===== src/rtl/priority_arbiter.sv =====
// Purpose: shares one resource among 8 requesters, fixed-priority or round-robin, with a hold limit per ownership.
// Latency: one cycle from req to registered gnt; one cycle from done/req-drop/en-low to release; one IDLE cycle between owners.
// Backpressure: none; requesters hold req until granted, and non-owner requests are ignored while a grant is active.

// Combinational priority encoder: highest set index wins.
module prio_enc8 (
  input  logic [7:0] req,
  output logic [2:0] idx,
  output logic       any
);

  // Scan low to high so the last (highest) set bit overrides earlier hits.
  always_comb begin
    idx = 3'd0;
    any = |req;
    for (int i = 0; i < 8; i++) begin
      if (req[i]) idx = 3'(i);
    end
  end

endmodule

module priority_arbiter #(
  parameter int MAX_HOLD = 16
) (
  input  logic       clk,
  input  logic       rst_n,
  input  logic       en,
  input  logic       mode,
  input  logic [7:0] req,
  input  logic       done,
  output logic [7:0] gnt,
  output logic [2:0] gnt_id,
  output logic       gnt_valid,
  output logic       timeout
);

  typedef enum logic {IDLE, GRANT} state_t;

  localparam logic [7:0] HOLD_LIM = 8'(MAX_HOLD);

  state_t     state, state_d;
  logic [2:0] ptr, ptr_d;
  logic [7:0] cnt, cnt_d;
  logic [7:0] gnt_d;
  logic [2:0] gnt_id_d;
  logic       gnt_valid_d;
  logic       timeout_d;

  logic [7:0] rot_req;
  logic [7:0] sel_req;
  logic [2:0] enc_idx;
  logic       enc_any;
  logic [2:0] winner;
  logic       owner_req;
  logic       at_limit;
  logic       release_now;

  // Rotate requests so that ptr-1 lands on the top bit and ptr itself on bit 0;
  // the shared highest-wins encoder then yields the round-robin search order.
  always_comb begin
    rot_req = 8'd0;
    for (int j = 0; j < 8; j++) begin
      rot_req[j] = req[3'(ptr + 3'(j))];
    end
  end

  assign sel_req = mode ? rot_req : req;

  prio_enc8 u_enc (
    .req (sel_req),
    .idx (enc_idx),
    .any (enc_any)
  );

  // Undo the rotation (3-bit add wraps modulo 8).
  assign winner      = mode ? 3'(ptr + enc_idx) : enc_idx;
  assign owner_req   = req[gnt_id];
  assign at_limit    = (cnt == HOLD_LIM);
  assign release_now = !en || done || !owner_req || at_limit;

  // Next-state and next-output decision; every exit from GRANT passes through IDLE.
  always_comb begin
    state_d     = state;
    ptr_d       = ptr;
    cnt_d       = cnt;
    gnt_d       = gnt;
    gnt_id_d    = gnt_id;
    gnt_valid_d = gnt_valid;
    timeout_d   = 1'b0;
    case (state)
      IDLE: begin
        if (en && enc_any) begin
          state_d     = GRANT;
          gnt_d       = 8'b1 << winner;
          gnt_id_d    = winner;
          gnt_valid_d = 1'b1;
          ptr_d       = winner;
          cnt_d       = 8'd1;
        end else begin
          gnt_d       = 8'd0;
          gnt_id_d    = 3'd0;
          gnt_valid_d = 1'b0;
          cnt_d       = 8'd0;
        end
      end
      GRANT: begin
        if (release_now) begin
          state_d     = IDLE;
          gnt_d       = 8'd0;
          gnt_id_d    = 3'd0;
          gnt_valid_d = 1'b0;
          cnt_d       = 8'd0;
          // Pulse only when the hold limit alone forced the release.
          timeout_d   = en && !done && owner_req && at_limit;
        end else begin
          // Saturating increment; the limit check above normally exits first.
          cnt_d = at_limit ? cnt : cnt + 8'd1;
        end
      end
      default: begin
        state_d     = IDLE;
        gnt_d       = 8'd0;
        gnt_id_d    = 3'd0;
        gnt_valid_d = 1'b0;
        cnt_d       = 8'd0;
      end
    endcase
  end

  // State, pointer, counter and all outputs are flops cleared by async reset.
  always_ff @(posedge clk or negedge rst_n) begin
    if (!rst_n) begin
      state     <= IDLE;
      ptr       <= 3'd0;
      cnt       <= 8'd0;
      gnt       <= 8'd0;
      gnt_id    <= 3'd0;
      gnt_valid <= 1'b0;
      timeout   <= 1'b0;
    end else begin
      state     <= state_d;
      ptr       <= ptr_d;
      cnt       <= cnt_d;
      gnt       <= gnt_d;
      gnt_id    <= gnt_id_d;
      gnt_valid <= gnt_valid_d;
      timeout   <= timeout_d;
    end
  end

endmodule

===== config.mk =====
export PLATFORM = sky130hd
export DESIGN_NAME = priority_arbiter
export DESIGN_NICKNAME = d
export VERILOG_FILES = /design/src/rtl/priority_arbiter.sv
export SDC_FILE = /design/constraint.sdc
export NUM_CORES = 1
export LEC_CHECK = 0
export ABC_AREA = 1
export CAP_MARGIN = 10
export CORE_UTILIZATION = 40
export DETAILED_ROUTE_END_ITERATION = 8
export PLACE_DENSITY = 0.6
export SLEW_MARGIN = 40
export SYNTH_ARGS = -nofsm -noshare
export SYNTH_HDL_FRONTEND = slang
export SYNTH_SLANG_ARGS = --single-unit
export TNS_END_PERCENT = 10

===== constraint.sdc =====
create_clock -name clk -period 3.4 [get_ports clk]
set_input_delay 0.51 -clock clk [delete_from_list [all_inputs] [get_ports clk]]
set_output_delay 0.51 -clock clk [all_outputs]
set_load 0.03 [all_outputs]

# Word-level counts from Yosys, hierarchy flattened
# Cells that the tools add are included.
dict set report totals {
  ff_bits 25
  in_bits 13
  out_inout_bits 13
  word_cells 86
}
dict set report op_classes {
  add_sub_neg 9
  n_lt_le_gt_ge 9
  eq_ne 3
  n_shift 1
  mux 44
  bitwise 1
  reduce_logical 12
}
# operator n
set op_table {}
lappend op_table {{$mux 8} 5}
lappend op_table {{$lt 3x4->1 const B} 9}
lappend op_table {{$pmux 8 s2} 2}
lappend op_table {{$bmux 1 s3} 9}
lappend op_table {{$mux 3} 7}
lappend op_table {{$mux 1} 16}
lappend op_table {{$add 3x3->3 const B} 4}
lappend op_table {{$add 8x1->8 const B} 1}
lappend op_table {{$eq 8x5->1 const B} 1}
lappend op_table {{$reduce_or 8->1} 1}
lappend op_table {{$shl 1x3->8 const A} 1}
lappend op_table {{$add 3x2->3 const B} 2}
lappend op_table {{$pmux 3 s2} 1}
lappend op_table {{$logic_and 1x1->1} 4}
lappend op_table {{$mux 2} 2}
lappend op_table {{$pmux 1 s2} 2}
lappend op_table {{$add 3x1->3 const B} 1}
lappend op_table {{$add 3x3->3} 1}
lappend op_table {{$logic_not 1->1} 3}
lappend op_table {{$logic_or 1x1->1} 3}
lappend op_table {{$ne 3x2->1 const B} 1}
lappend op_table {{$ne 2x1->1 const B} 1}
lappend op_table {{$reduce_and 2->1} 1}
lappend op_table {{$not 1->1} 1}

# Logic depth before layout (Yosys ltp)
dict set report logic_depth {
  depth_word 16
  ltp_mapped 26
  ltp_nobuf 26
}

# Hierarchy
# A second synthesis with hierarchy kept.
dict set report unflattened {
  hier_cells 270
  area_unflattened_um2 1830.5
}
# module n_inst cells_each area_per_inst_um2 seq_area_each_um2
set by_module_without_submodules {}
lappend by_module_without_submodules {priority_arbiter 1 250 1752.9 625.6}
lappend by_module_without_submodules {prio_enc8 1 20 77.6 0.0}

# Worst setup path before layout
# No wires, ideal clock.
dict set report synth_path {
  path_type {reg2reg}
  from {register ptr[0]}
  to {register gnt[1]}
  setup_time_ns 0.065
  arrival_ns 2.859
  required_time_ns 3.335
  path_slack_ns 0.476
  stages_incl_launch_ff 26
  path_buffers 1
  synth_period_minus_slack_ns 2.924
  path_cell_list {dfrtp_1 buf_6 inv_8 ha_1 inv_1 nand3_1 nand3_1 nand2_1 nand2_1 nand2_1 nand2_1 nand2_1 nand2_1 nand2_1 nand2_2 nand2_1 ha_1 inv_1 fa_1 o21ai_0 inv_1 nor2_1 nor2_1 nor2_2 nand4_1 nand2_1}
}
dict set report synth_between {
  elab_chain_cells 16
  elab_cells_between_ends 38
  cone_classes {add/sub: 8; shift: 1; mux: 27; reduce/logical: 2}
}
# element line_no
set synth_lines {}
lappend synth_lines {{start: declaration} 43} ;# logic [2:0] ptr, ptr_d;
lappend synth_lines {{start signal: assignment} 143} ;# ptr <= ptr_d;
lappend synth_lines {{$add 3x1->3} 64} ;# rot_req[j] = req[3'(ptr + 3'(j))];
lappend synth_lines {{$bmux 1 s3} 64}
lappend synth_lines {{$mux 1 (not written as such)} 64}
lappend synth_lines {{$mux 8} 68} ;# assign sel_req = mode ? rot_req : req;
lappend synth_lines {{$mux 1} 17} ;# if (req[i]) idx = 3'(i);
lappend synth_lines {{$mux 2 (2 in a row)} 17}
lappend synth_lines {{$mux 3 (4 in a row)} 17}
lappend synth_lines {{$add 3x3->3} 77} ;# assign winner = mode ? 3'(ptr + enc_idx) : enc_idx;
lappend synth_lines {{$mux 3} 77}
lappend synth_lines {{$shl 1x3->8} 95} ;# gnt_d = 8'b1 << winner;
lappend synth_lines {{$mux 8 (*)} 93} ;# if (en && enc_any) begin
lappend synth_lines {{$pmux 8 s2 (*)} 91} ;# case (state)
lappend synth_lines {{end signal: assignment} 145} ;# gnt <= gnt_d;
lappend synth_lines {{end: declaration} 32} ;# output logic [7:0] gnt,
# Every way passes the cells marked *; elsewhere a longest branch is shown, timed or not. The select of a mux whose other input is x is not followed.
# A chain may end at the register's enable or synchronous reset.

# Worst setup path after layout
dict set report layout_path {
  from {register ptr[0]}
  to {register gnt[3]}
}
# The elaborated chain is that of the path after synthesis.

==> reports/results.env <==
CP_DATA_REQUIRED_TIME_NS=3.60
CLOCK_TREE.ROOT_CELL='sky130_fd_sc_hd__clkbuf_8'
TIMING.FMAX_GHz=0.328
CRITICAL_PATH.REG2REG.STARTPOINT='ptr[0]'
REGTOREGENDPOINT='gnt[3]'
SYNTHFLOPTYPE='sky130_fd_sc_hd__dfrtp_1'
SYN-CELL-AREA_UM2=1840
WORST_IR_DROP_VDD_mV=0.424
YS.WARNINGS.COUNT=0
STATUS='complete, no violations'
SYNTHCELLS=264
CTS.REPORTEDPATHS.CLKPINSLEW_NS=0.08
SLEW_HEADROOM_PCT=77.9
FP.DIEAREA_UM2=4870
SYNTH_COMPOUND_AREA_SHARE_PCT=5.65
CAP_VIOLATIONS=0
CTS_TREE='built'
DESTINATION_OF_THE_CRITICAL_TIMING_PATH='gnt[3]'
CORE_AREA_UM2=4380
WORSTSETUPENDPOINTTYPE='flop'
WORST_SETUP_PATH_START_KIND='flop'
INITIAL_ANTENNA_VIOLATION_COUNT=0
NUM_ANTENNA_CELLS=0
MOSTFREQUENTLAYOUTCELL='sky130_fd_sc_hd__nand2_1'
GRT_USE_TOTAL_PCT=19.6
H_TREE_LEVEL_COUNT=1
DIE_H_UM=69.8
WL_PER_CELL_UM=12.6
TIMING.FINAL.HOLD_VIOLATIONS=0
POST_SYNTH_AND_OR_NAND_NOR_AREA_FRACTION_PCT=44.6
RSZ0062_AT_GRT='false'
SYNTHARSTFLOPSHARE_PCT=100
FIN_TNS_SETUP_NS=0
WORST-R2R-CELL-COUNT=25
SYNTH_FA_HA_AREA_SHARE_PCT=4.49
SYNTH_ENABLE_FLOP_CELLS=0
INITIAL_CORE_UTILIZATION_PCT=42.0
POST_SYNTH_MUX_AREA_SHARE_PCT=0
CLOCK_SINK_COUNT=25
POST_SYNTHESIS_AVERAGE_CELL_AREA_UM2=6.97
NUMBER_OF_TOP_LEVEL_PINS=26
WIRE_LENGTH_OF_THE_FIRST_GLOBAL_ROUTING_PASS_UM=7760
NETS=318
SLEW_VIOL_FINAL=0
LAYOUT.AREA.SEQ_UM2=627
POSTCTSSETUPREPAIRBUFS=0
SYN-NUM-NETS=283
SETUP_VIOLATIONS=0
FINCLKSKEW_NS=0.00314
BUFFER_PORTS.INSERTED=25
LAYOUT_COMMON_CELLS='80 x sky130_fd_sc_hd__nand2_1, 46 x sky130_fd_sc_hd__nand3_1, 25 x sky130_fd_sc_hd__clkdlybuf4s50_1'
CRITICAL_PATH_ARRIVAL_NS=3.25
SETUP.WORST_PATH.START='ptr[0]'
FLOORPLAN.DIE.WIDTH_UM=69.8
LARGEST_FAMILY_OF_LOGIC_CELLS_BY_SYNTHESIZED_AREA='simple AND/OR/NAND/NOR gates'
FINAL_MIN_PERIOD_OVER_CLOCK_PERIOD_PCT=89.6
MIN_TCLK_POST_ROUTE_NS=3.04
SLOWEST_STAGE='sky130_fd_sc_hd__dfrtp_2'
POWER_DENSITY_OVER_THE_CELLS_nW_PER_UM2=820
MULTI_INPUT_COMB_AREA_UM2=1090
UTILIZATION_PCT=51.5
POSTSYNTHREGISTERBITS=25
WORSTMARGINPINSLEW_NS=0.330
DETAILEDROUTE.FIRSTITERATIONVIOLATIONS=133
SYNTHDISTINCTLIBCELLS=30
INSERTION_DELAY_NS=0.26
FIRSTDRTPASSITERS=4
AVGVIACOUNTPERCELL=5.09
WORST-SETUP-PATH-TYPE='flop to flop'
STATIC-LEAKAGE-POWER_nW=1.09
PLACE.DETAILED.HPWL_UM=3470
MAXIMUM_NUMBER_OF_PINS_ON_ONE_NET_BEFORE_GLOBAL_ROUTE_REPAIR=26
TIMING.CRITICAL_PATH.SLOWEST_CELL_DELAY_NS=0.45
TOTAL_CTS_BUFFERS=3
DRIVE_ABOVE_1_SHARE_PCT=15.8
LAYOUT-AREA-OVERHEAD-VS-SYNTH_PCT=22.8
HOLD_PATH.CLASS='flop to flop'
CP_COMMON_CELL='sky130_fd_sc_hd__nand2_1'
VIAS=1781
CLK_PATH_BUF_DEPTH=2
CORE.ROWCOUNT=24
DRT_WL_TOTAL_UM=4390
DETAIL-ROUTE-ANTENNA-NETS=0
OVERFLOW=0
XOR_AND_XNOR_FRACTION_OF_THE_MAPPED_NETLIST_AREA_PCT=3.33
R2R_SLACK_NS=0.36
CP_MAX_FO=11
FIRST_GLOBAL_VIAS=1753
SEQ_AREA_FRAC_SYNTH_PCT=34.0
DRC=0
NFILLCELLS=460
FINALWEIGHTEDCONGESTION=0.925
area by class of cell:
class | count | area share [%]
Multi-Input combinational cell | 207 | 48.1
Sequential cell | 25 | 27.8
Timing Repair Buffer | 35 | 14.4
Inverter | 27 | 4.82
Tap cell | 52 | 2.88
Clock buffer | 4 | 1.99
worst min path at each step:
stage / endpoint / depth (start not counted) / slack, ns / start
after floorplan: cnt[0] / 0 / 0.21 / rst_n
after global placement: gnt[3] / 2 / 0.46 / gnt[3]
after detailed placement: gnt_valid / 2 / 0.46 / gnt_valid
after CTS: gnt_valid / 2 / 0.49 / gnt_valid
after global routing: gnt[0] / 2 / 0.51 / gnt[0]
final: gnt_valid / 2 / 0.48 / gnt_valid
per-stage QoR:
stage	cells	hold WS [ns]	worst slack (ns)	area (um2)	total power, mW
finish	350	0.483	0.355	2260	1.85
global route	350	0.508	0.0247	2260	2.05
CTS	350	0.485	0.192	2240	1.82
detailed placement	346	0.463	0.0354	2190	1.64
global placement	346	0.463	0.0569	2190	1.65
floorplan	264	0.214	0.476	1840	1.34
cells by family (layout without fill, tap and decap cells):
| logic type | count (synthesis) | in the layout |
|---|---|---|
| buffers and inverters | 32 | 66 |
| adders and majority gates | 6 | 6 |
| DFF | 25 | 25 |
| AOI/OAI and AO/OA | 19 | 19 |
| and+or+nand+nor | 175 | 175 |
| xor gates and xnor gates | 7 | 7 |
critical path: cells and delay by family, from the launching register on:
kind / cells / cell delay (ns)
simple gates: 17 / 1.22
flops: 1 / 0.45
compound gates: 2 / 0.25
buf+inv: 3 / 0.31
fa+ha+maj: 3 / 0.77
where the power goes:
group / switching (mW) / leakage [nW] / internal, mW / total [mW]
clock: 0.0843 / 0.0228 / 0.0835 / 0.168
sequential: 0.0669 / 0.334 / 0.358 / 0.425
combinational: 0.792 / 0.738 / 0.467 / 1.26
total: 0.943 / 1.09 / 0.909 / 1.85
synth_stat cells (2+ instances only):
cell / n / area share, %
sky130_fd_sc_hd__a21oi_1: 3 / 0.82
sky130_fd_sc_hd__buf_2: 3 / 0.82
sky130_fd_sc_hd__buf_6: 2 / 1.2
sky130_fd_sc_hd__clkinv_1: 2 / 0.41
sky130_fd_sc_hd__dfrtp_1: 25 / 34
sky130_fd_sc_hd__ha_1: 5 / 3.4
sky130_fd_sc_hd__inv_1: 19 / 3.9
sky130_fd_sc_hd__inv_2: 5 / 1.0
sky130_fd_sc_hd__nand2_1: 80 / 16
sky130_fd_sc_hd__nand2_2: 9 / 3.1
sky130_fd_sc_hd__nand2_4: 2 / 1.2
sky130_fd_sc_hd__nand3_1: 46 / 13
sky130_fd_sc_hd__nand3_2: 2 / 1.1
sky130_fd_sc_hd__nand4_1: 4 / 1.4
sky130_fd_sc_hd__nor2_1: 20 / 4.1
sky130_fd_sc_hd__nor2_2: 3 / 1.0
sky130_fd_sc_hd__nor3_1: 2 / 0.54
sky130_fd_sc_hd__o21ai_0: 7 / 1.9
sky130_fd_sc_hd__o21ai_1: 6 / 1.6
sky130_fd_sc_hd__or2_2: 4 / 1.4
sky130_fd_sc_hd__xnor2_1: 2 / 0.95
sky130_fd_sc_hd__xor2_1: 5 / 2.4
layer usage:
metal / vias up / routed length, um / global-route usage [%] / part of all wire (%)
met5: - / 0 / 0 / 0
met4: 0 / 111 / 8.00 / 2.5
met3: 11 / 177 / 1.74 / 4.0
met2: 43 / 2000 / 31.8 / 45
met1: 810 / 2110 / 26.8 / 48
li1: 917 / - / - / -
repair_timing:
action	in CTS	in global routing
hold buffers	0	0
endpoints found under the setup margin	0	10
endpoints found under the hold margin	0	0
gates resized for setup	0	5
registers in the layout (all words and copies together), names as in the netlist:
| register | cells |
|---|---|
| ptr | 3 |
| state | 1 |
| gnt_valid | 1 |
| gnt_id | 3 |
| gnt | 8 |
| cnt | 8 |
| timeout | 1 |
(Power assumes the default switching activity.)
